### config.mk
export PLATFORM = sky130hd
export DESIGN_NAME = enemy_fleet_ctrl
export DESIGN_NICKNAME = d
export VERILOG_FILES = /design/src/rtl/enemy_fleet_ctrl.sv
export SDC_FILE = /design/constraint.sdc
export NUM_CORES = 1
export LEC_CHECK = 0
export CORE_MARGIN = 3
export CORE_UTILIZATION = 51
export CTS_CLUSTER_SIZE = 10
export DETAILED_ROUTE_END_ITERATION = 8
export GPL_TIMING_DRIVEN = 0
export PLACE_DENSITY = 0.93
export SYNTH_ARGS = -nofsm -noshare
export SYNTH_HDL_FRONTEND = slang
export SYNTH_SLANG_ARGS = --single-unit
### constraint.sdc
create_clock -name clk_i -period 4.6 [get_ports clk_i]
set_input_delay 0.92 -clock clk_i [delete_from_list [all_inputs] [get_ports clk_i]]
set_output_delay 0.92 -clock clk_i [all_outputs]
set_load 0.005 [all_outputs]
### src/rtl/enemy_fleet_ctrl.sv
// Enemy formation sequencer: march pacing, edge drop/reverse,
// wave-clear and landing detection, round-robin enemy fire grants.
module enemy_fleet_ctrl #(
  parameter int unsigned num_enemies_p = 8,
  parameter int unsigned step_frames_p = 30,
  parameter int unsigned step_px_p     = 10,
  parameter int unsigned drop_px_p     = 10,
  parameter int unsigned right_limit_p = 629,
  parameter int unsigned left_limit_p  = 0,
  parameter int unsigned land_row_p    = 440,
  parameter int unsigned fire_frames_p = 60
) (
  input  logic                     clk_i,
  input  logic                     reset_i,
  input  logic                     frame_i,
  input  logic                     start_i,
  input  logic [num_enemies_p-1:0] alive_i,
  input  logic [9:0]               fleet_left_i,
  input  logic [9:0]               fleet_right_i,
  input  logic [9:0]               fleet_bot_i,
  input  logic                     bullet_busy_i,
  output logic                     step_o,
  output logic                     dir_right_o,
  output logic                     drop_o,
  output logic [num_enemies_p-1:0] fire_grant_o,
  output logic                     wave_clear_o,
  output logic                     game_over_o,
  output logic                     marching_o
);

  localparam int unsigned IW =
    (num_enemies_p > 1) ? $clog2(num_enemies_p) : 1;
  localparam int unsigned SW = $clog2(step_frames_p + 1);
  localparam int unsigned FW = $clog2(fire_frames_p + 1);

  localparam logic [SW-1:0] STEP_LAST = SW'(step_frames_p - 1);
  localparam logic [FW-1:0] FIRE_LAST = FW'(fire_frames_p - 1);

  typedef enum logic [2:0] {
    IDLE,
    MARCH,
    DROP,
    CLEAR,
    OVER
  } state_e;

  state_e          state_q, state_d;
  logic            dir_q, dir_d;
  logic [SW-1:0]   step_cnt_q, step_cnt_d;
  logic [FW-1:0]   fire_cnt_q, fire_cnt_d;
  logic            pend_q, pend_d;
  logic [IW-1:0]   ptr_q, ptr_d;

  logic            any_alive;
  logic            at_right;
  logic            at_left;
  logic            landed;
  logic            hit;
  logic [IW-1:0]   hit_idx;
  logic [IW:0]     probe;
  logic            do_grant;

  // 11-bit sums so a fleet near 1023 cannot wrap past a limit
  assign any_alive = |alive_i;
  assign at_right  = ({1'b0, fleet_right_i} + 11'(step_px_p))
                     > 11'(right_limit_p);
  assign at_left   = {1'b0, fleet_left_i}
                     < 11'(left_limit_p + step_px_p);
  assign landed    = ({1'b0, fleet_bot_i} + 11'(drop_px_p))
                     >= 11'(land_row_p);

  // First alive ship strictly after the pointer, wrapping
  always_comb begin
    hit     = 1'b0;
    hit_idx = '0;
    probe   = '0;
    for (int i = 1; i <= int'(num_enemies_p); i++) begin
      probe = {1'b0, ptr_q} + (IW+1)'(i);
      if (probe >= (IW+1)'(num_enemies_p)) begin
        probe = probe - (IW+1)'(num_enemies_p);
      end
      if (!hit && alive_i[probe[IW-1:0]]) begin
        hit     = 1'b1;
        hit_idx = probe[IW-1:0];
      end
    end
  end

  always_comb begin
    state_d    = state_q;
    dir_d      = dir_q;
    step_cnt_d = step_cnt_q;
    fire_cnt_d = fire_cnt_q;
    pend_d     = pend_q;
    ptr_d      = ptr_q;
    step_o     = 1'b0;
    drop_o     = 1'b0;
    do_grant   = 1'b0;
    unique case (state_q)
      IDLE: begin
        step_cnt_d = '0;
        fire_cnt_d = '0;
        pend_d     = 1'b0;
        dir_d      = 1'b1;
        if (start_i) state_d = MARCH;
      end
      MARCH: begin
        if (!any_alive) begin
          state_d    = CLEAR;
          step_cnt_d = '0;
          fire_cnt_d = '0;
          pend_d     = 1'b0;
        end else begin
          do_grant = pend_q && !bullet_busy_i && hit;
          pend_d   = pend_q && !do_grant;
          if (do_grant) ptr_d = hit_idx;
          if (frame_i) begin
            if (fire_cnt_q == FIRE_LAST) begin
              fire_cnt_d = '0;
              pend_d     = 1'b1;
            end else begin
              fire_cnt_d = fire_cnt_q + 1'b1;
            end
            if (step_cnt_q == STEP_LAST) begin
              step_cnt_d = '0;
              if (dir_q ? at_right : at_left) begin
                state_d    = DROP;
                pend_d     = 1'b0;
                fire_cnt_d = '0;
              end else begin
                step_o = 1'b1;
              end
            end else begin
              step_cnt_d = step_cnt_q + 1'b1;
            end
          end
        end
      end
      DROP: begin
        drop_o  = 1'b1;
        dir_d   = !dir_q;
        state_d = landed ? OVER : MARCH;
      end
      CLEAR: begin
        if (start_i) begin
          state_d    = MARCH;
          step_cnt_d = '0;
          fire_cnt_d = '0;
          pend_d     = 1'b0;
          dir_d      = 1'b1;
        end
      end
      OVER: begin
        if (start_i) state_d = IDLE;
      end
      default: state_d = IDLE;
    endcase
  end

  always_ff @(posedge clk_i or posedge reset_i) begin
    if (reset_i) begin
      state_q    <= IDLE;
      dir_q      <= 1'b1;
      step_cnt_q <= '0;
      fire_cnt_q <= '0;
      pend_q     <= 1'b0;
      ptr_q      <= IW'(num_enemies_p - 1);
    end else begin
      state_q    <= state_d;
      dir_q      <= dir_d;
      step_cnt_q <= step_cnt_d;
      fire_cnt_q <= fire_cnt_d;
      pend_q     <= pend_d;
      ptr_q      <= ptr_d;
    end
  end

  always_comb begin
    fire_grant_o = '0;
    if (do_grant) fire_grant_o[hit_idx] = 1'b1;
  end

  assign dir_right_o  = dir_q;
  assign wave_clear_o = (state_q == CLEAR);
  assign game_over_o  = (state_q == OVER);
  assign marching_o   = (state_q == MARCH);

endmodule

# After elaboration in Yosys (flattened, before gate mapping)
# Index checks and enable logic that the tools add are counted.
# word_totals
register_bits,19
inputBits,43
output_inout_bits,14
wordCells,171
# op_classes
n_addsub,20
order_cmp,21
eq_ne,12
muxes,81
n_reduce_logical,31
# op_table
cell,count
3-bit 2-to-1 mux,23
3-bit by 4-bit < comparator with 1-bit output (second input constant),9
6-bit 2-to-1 mux,6
1-bit 2-to-1 mux,33
4-bit >= comparator (second input constant),8
1-bit binary-select mux with 3-bit select,8
3-bit by 1-bit subtractor with 3-bit output (second input constant),8
10-bit by 4-bit adder with 11-bit output (second input constant),2
5-bit 2-to-1 mux,4
6-bit one-hot mux with 3 select lines,1
3-bit by 3-bit adder with 4-bit output (second input constant),4
5-bit one-hot mux with 3 select lines,1
3-bit one-hot mux with 4 select lines,1
11-bit by 9-bit >= comparator with 1-bit output (second input constant),1
11-bit by 10-bit > comparator with 1-bit output (second input constant),1
1-bit logical AND,11
1-bit zero test,10
10-bit by 4-bit < comparator with 1-bit output (second input constant),1
3-bit by 2-bit adder with 4-bit output (second input constant),2
8-bit 2-to-1 mux,1
8-bit OR reduction,1
6-bit by 1-bit adder with 6-bit output (second input constant),1
3-bit by 2-bit == test with 1-bit output (second input constant),2
6-bit == test (second input constant),1
19 further kinds,25

# Depth between registers and ports, before layout
# depth
word_depth,36
ltp_mapped,13
mapped_depth_nobuf,9

# Worst setup path after synthesis
# Ideal clock, no wire load.
# synth_timing
kind,register to output
start,register ptr_q[1]
end,output port fire_grant_o[5]
t_arrival_ns,3.294
t_required_ns,3.680
setup_slack_ns,0.386
stages_incl_launch_ff,13
path_buffers,4
cell_sequence,dfstp_2 -> buf_2 -> clkbuf_1 -> inv_1 -> ha_1 -> buf_1 -> mux4_2 -> buf_2 -> mux2_4 -> or4_4 -> a2bb2oi_2 -> nand3_1 -> nor2b_1
# synth_via
elab_chain_cells,32
elab_cells_between_ends,87
classes_between,add/sub (16); order compare (10); mux (45); reduce/logical (16)
# synth_lines
element,line,text
from (decl),52,"logic [IW-1:0] ptr_q, ptr_d;"
from (signal assigned),167,ptr_q <= IW'(num_enemies_p - 1);
from (signal assigned),174,ptr_q <= ptr_d;
3-bit by 1-bit adder with 4-bit output,78,"probe = {1'b0, ptr_q} + (IW+1)'(i);"
4-bit >= comparator / 3-bit by 1-bit subtractor with 3-bit output (equally long branches),"79, 80",
3-bit 2-to-1 mux,79,if (probe >= (IW+1)'(num_enemies_p)) begin
1-bit binary-select mux with 3-bit select,82,if (!hit && alive_i[probe[IW-1:0]]) begin
1-bit 2-to-1 mux (implied by the code),82,
1-bit 2-to-1 mux,82,
1-bit zero test,82,
1-bit logical AND,82,
(+16 left out),--,
1-bit zero test,82,
1-bit logical AND,82,
3-bit 2-to-1 mux,82,
3-bit by 4-bit < comparator with 1-bit output (implied by the code) / 3-bit by 1-bit >= comparator with 1-bit output (equally long branches),180,if (do_grant) fire_grant_o[hit_idx] = 1'b1;
1-bit logical AND (implied by the code),180,
1-bit 2-to-1 mux (implied by the code),180,
1-bit demux with 3-bit select,180,
8-bit 2-to-1 mux (*),180,
to (decl),25,"output logic [num_enemies_p-1:0] fire_grant_o,"
# Every way passes the cells marked *; elsewhere a longest branch is shown, timed or not. The select of a mux whose other input is x is not followed.

# Final worst setup path
# layout_timing
start,input port alive_i[3]
end,output port fire_grant_o[4]
# layout_via
elab_chain_cells,29
elab_cells_between_ends,56
classes_between,order compare (2); mux (37); reduce/logical (17)
# layout_lines
element,line,text
from (decl),17,"input logic [num_enemies_p-1:0] alive_i,"
1-bit binary-select mux with 3-bit select,82,
1-bit 2-to-1 mux (implied by the code),82,
1-bit 2-to-1 mux,82,
1-bit zero test,82,
1-bit logical AND,82,
1-bit 2-to-1 mux,82,
1-bit zero test,82,
1-bit logical AND,82,
(+13 left out),--,
1-bit zero test,82,
1-bit logical AND,82,
3-bit 2-to-1 mux,82,
3-bit by 4-bit < comparator with 1-bit output (implied by the code) / 3-bit by 1-bit >= comparator with 1-bit output (equally long branches),180,
1-bit logical AND (implied by the code),180,
1-bit 2-to-1 mux (implied by the code),180,
1-bit demux with 3-bit select,180,
8-bit 2-to-1 mux (*),180,
# Marks and branches as above.

==> metrics.md <==
| Metric | Value |
|---|---|
| Gp weighted congestion | `0.916` |
| Core area | `4440 um2` |
| Root Driver | `clkbuf_8` |
| Drt pass-1 iters | `5` |
| Clk_skew | `0.00688 ns` |
| Antenna violations before repair | `0` |
| Minimum clock period | `4.57 ns` |
| Worst IR Drop VDD | `0.277 mV` |
| Fin util | `74.2%` |
| Setup ws final | `0.0281 ns` |
| Clock share of power | `16.1%` |
| Syn nets | `337` |
| Setup WS pre-CTS | `-0.557 ns` |
| Drc violations | `0` |
| CTS tree | `yes` |
| Library cells used by synthesis | `70` |
| DR WL/cell | `17.0 um` |
| Top cells by area, synth | `dfrtp_1, mux4_2, ha_1` |
| Core Rows | `24` |
| Setup TNS | `0 ns` |
| Post-CTS Hold Buffers | `0` |
| DP Area | `2990 um2` |
| Fin Hold WS | `0.493 ns` |
| Via count | `2,607` |
| Number of I/O pins | `57` |
| Hold Path Class | `flip-flop to flip-flop` |
| Via-per-instance ratio | `6.33` |
| Nets | `413` |
| Area share of the largest cell type after synthesis | `15.8%` |
| H-Tree Level Count | `1` |
| Switching power | `298 uW` |
| Die Y | `74.3 um` |
| Synth Instances | `285` |
| Seq/Total Area, Yosys | `20.2%` |
| Max-Cap Viols | `0` |
| Final worst-path cycle share | `99.4%` |
| Starting DRT DRC Count | `252` |
| FF+latch count, synth | `19` |
| Area Growth Syn to Fin | `38.6%` |
| Reg clk slew, reported paths | `0.08 ns` |
| Gate power share | `49.2%` |
| Share of power burned in registers | `34.8%` |
| Layout cells sized above 1 | `21.7%` |
| Largest net degree at the start of global routing | `20` |
| Worst EP arrival | `3.65 ns` |
| Worst Setup End Kind | `primary output` |
| Fin. max-slew vios | `0` |
| Cell Int Power | `449 uW` |
| Crit path max fanout | `6` |
| Die width | `74.3 um` |
| Post-Route WL | `6990 um` |
| Most used flip-flop cell after synthesis | `dfrtp_1` |
| Max Fclk | `219 MHz` |
| Number of I/O port buffers | `54` |
| Vias in the first global route | `2,410` |
| Post-synth EDFFs | `0` |
| Leak Pwr | `1.40 nW` |
| Setup CP Type | `input pin to primary output` |
| Actual slew at the worst max-slew pin | `0.713 ns` |
| Ys Warns | `0` |
| Final hold violation count | `0` |
| Post-synth top area cell | `dfrtp_1` |
| Setup violators final | `0` |
| # diodes | `0` |
| Clk_lat worst skew | `0.26 ns` |
| Synth async-reset ratio | `100%` |
| Post-DRT Antenna Nets | `0` |
| Status | `complete, no violations` |
| GRT Residual Overflow | `0` |
| Clock Path Buffers | `2` |
| PD cells | `226 nW/um2` |
| DIE AREA | `5520 um2` |
| Max-slew headroom | `52.4%` |
| First-pass GRT wire length | `10,700 um` |
| HPWL Detailed | `4820 um` |
| Avg Synthesized Cell Area | `8.35 um2` |
| All-layer global routing usage | `24.1%` |
| WP data required | `3.68 ns` |
| Post-route cell area | `3300 um2` |
| Switching Share | `39.8%` |
| CP Launch Type | `input pin` |
| Commonest non-fill, non-tap cells in the layout | `clkdlybuf4s50_1, nand2_1, nor2_1` |
| Clock sink total | `19` |
| Most common cell after layout, fill and taps aside | `clkdlybuf4s50_1` |
| Initial Utilization | `53.5%` |
| Post-Syn Area | `2380 um2` |
| Num CTS Buffers | `3` |
-- final timing paths --
check                              start         endpoint  slack [ns]  cells past startpoint
setup / recovery              alive_i[3]  fire_grant_o[4]        0.03                      9
hold / removal             step_cnt_q[4]    step_cnt_q[4]        0.49                      1
setup reg to reg              state_q[2]    fire_cnt_q[5]        1.82                      8
hold reg to reg            step_cnt_q[4]    step_cnt_q[4]        0.49                      1
max in group asynchronous        reset_i           pend_q        3.07                      2
min in group asynchronous        reset_i    fire_cnt_q[3]        1.07                      2
-- worst max-delay path, cell delays in order --
cell and delay, ns:
dlygate4sd2_1 0.30, mux4_2 0.61, mux2_4 0.35, a311oi_2 0.33, o32ai_2 0.18, a2bb2oi_2 0.21
nand3b_1 0.12, nor2b_1 0.12, clkdlybuf4s50_1 0.51
-- flip-flops by register name, indices dropped and copies added, names as in the netlist --
name / flops
fire_cnt_q: 6
step_cnt_q: 5
ptr_q: 3
state_q: 3
dir_right_o: 1
pend_q: 1
-- final cells by class --
class	instances	area (um2)
well taps	52	65.1
repair buffers	74	696
inverters	11	41.3
plain buffers	10	62.6
flip-flops and latches	19	480
clock buffers	4	45.0
fillers	323	1140
multi-input cells	242	1910
-- power groups by stage --
stage               sequential, mW  combinational, mW  clock (mW)
detailed placement           0.261              0.332           0
CTS                          0.258              0.337       0.118
finish                       0.259              0.367       0.120
floorplan                    0.249              0.220           0
global route                 0.265              0.402       0.127
global placement             0.258              0.314           0
-- cell families (layout without fill, tap and decap cells) --
group           Yosys count  in the layout  synth area share, %
flops                    19             19                 20.2
xor+xnor                  5              5                 1.84
fa+ha+maj                 9              9                 4.73
buf+inv                  24             99                 4.31
simple gates            113            113                 25.8
compound gates           91             91                 27.2
mux                      24             24                 15.9
-- cell usage after synthesis (all sizes together) (7+ instances only) --
cell and number:
nand2 23, o21ai 23, nor2 22, a21oi 17, dfrtp 15, nor2b 13, inv 11, mux2i 10
nand3 10, ha 9, mux4 8, clkbuf 7
-- stage by stage --
step	total power, mW	std cells
finish	0.747	412
global placement	0.572	391
detailed placement	0.593	391
floorplan	0.469	285
global route	0.795	412
CTS	0.713	398
-- metal layers --
metal,GRT usage [%],vias up,share of wire [%]
li1,-,1238,-
met1,29.7,1277,40
met2,46.1,82,55
met3,2.03,10,3.5
met4,4.35,0,0.82
met5,0,-,0
-- what timing repair did --
action / 4_1_cts / 5_1_grt
pin swaps: 2 / 10
gates resized for setup: 20 / 26
endpoints found under the setup margin: 8 / 9
buffers inserted: 5 / 15
(Power assumes the default switching activity.)
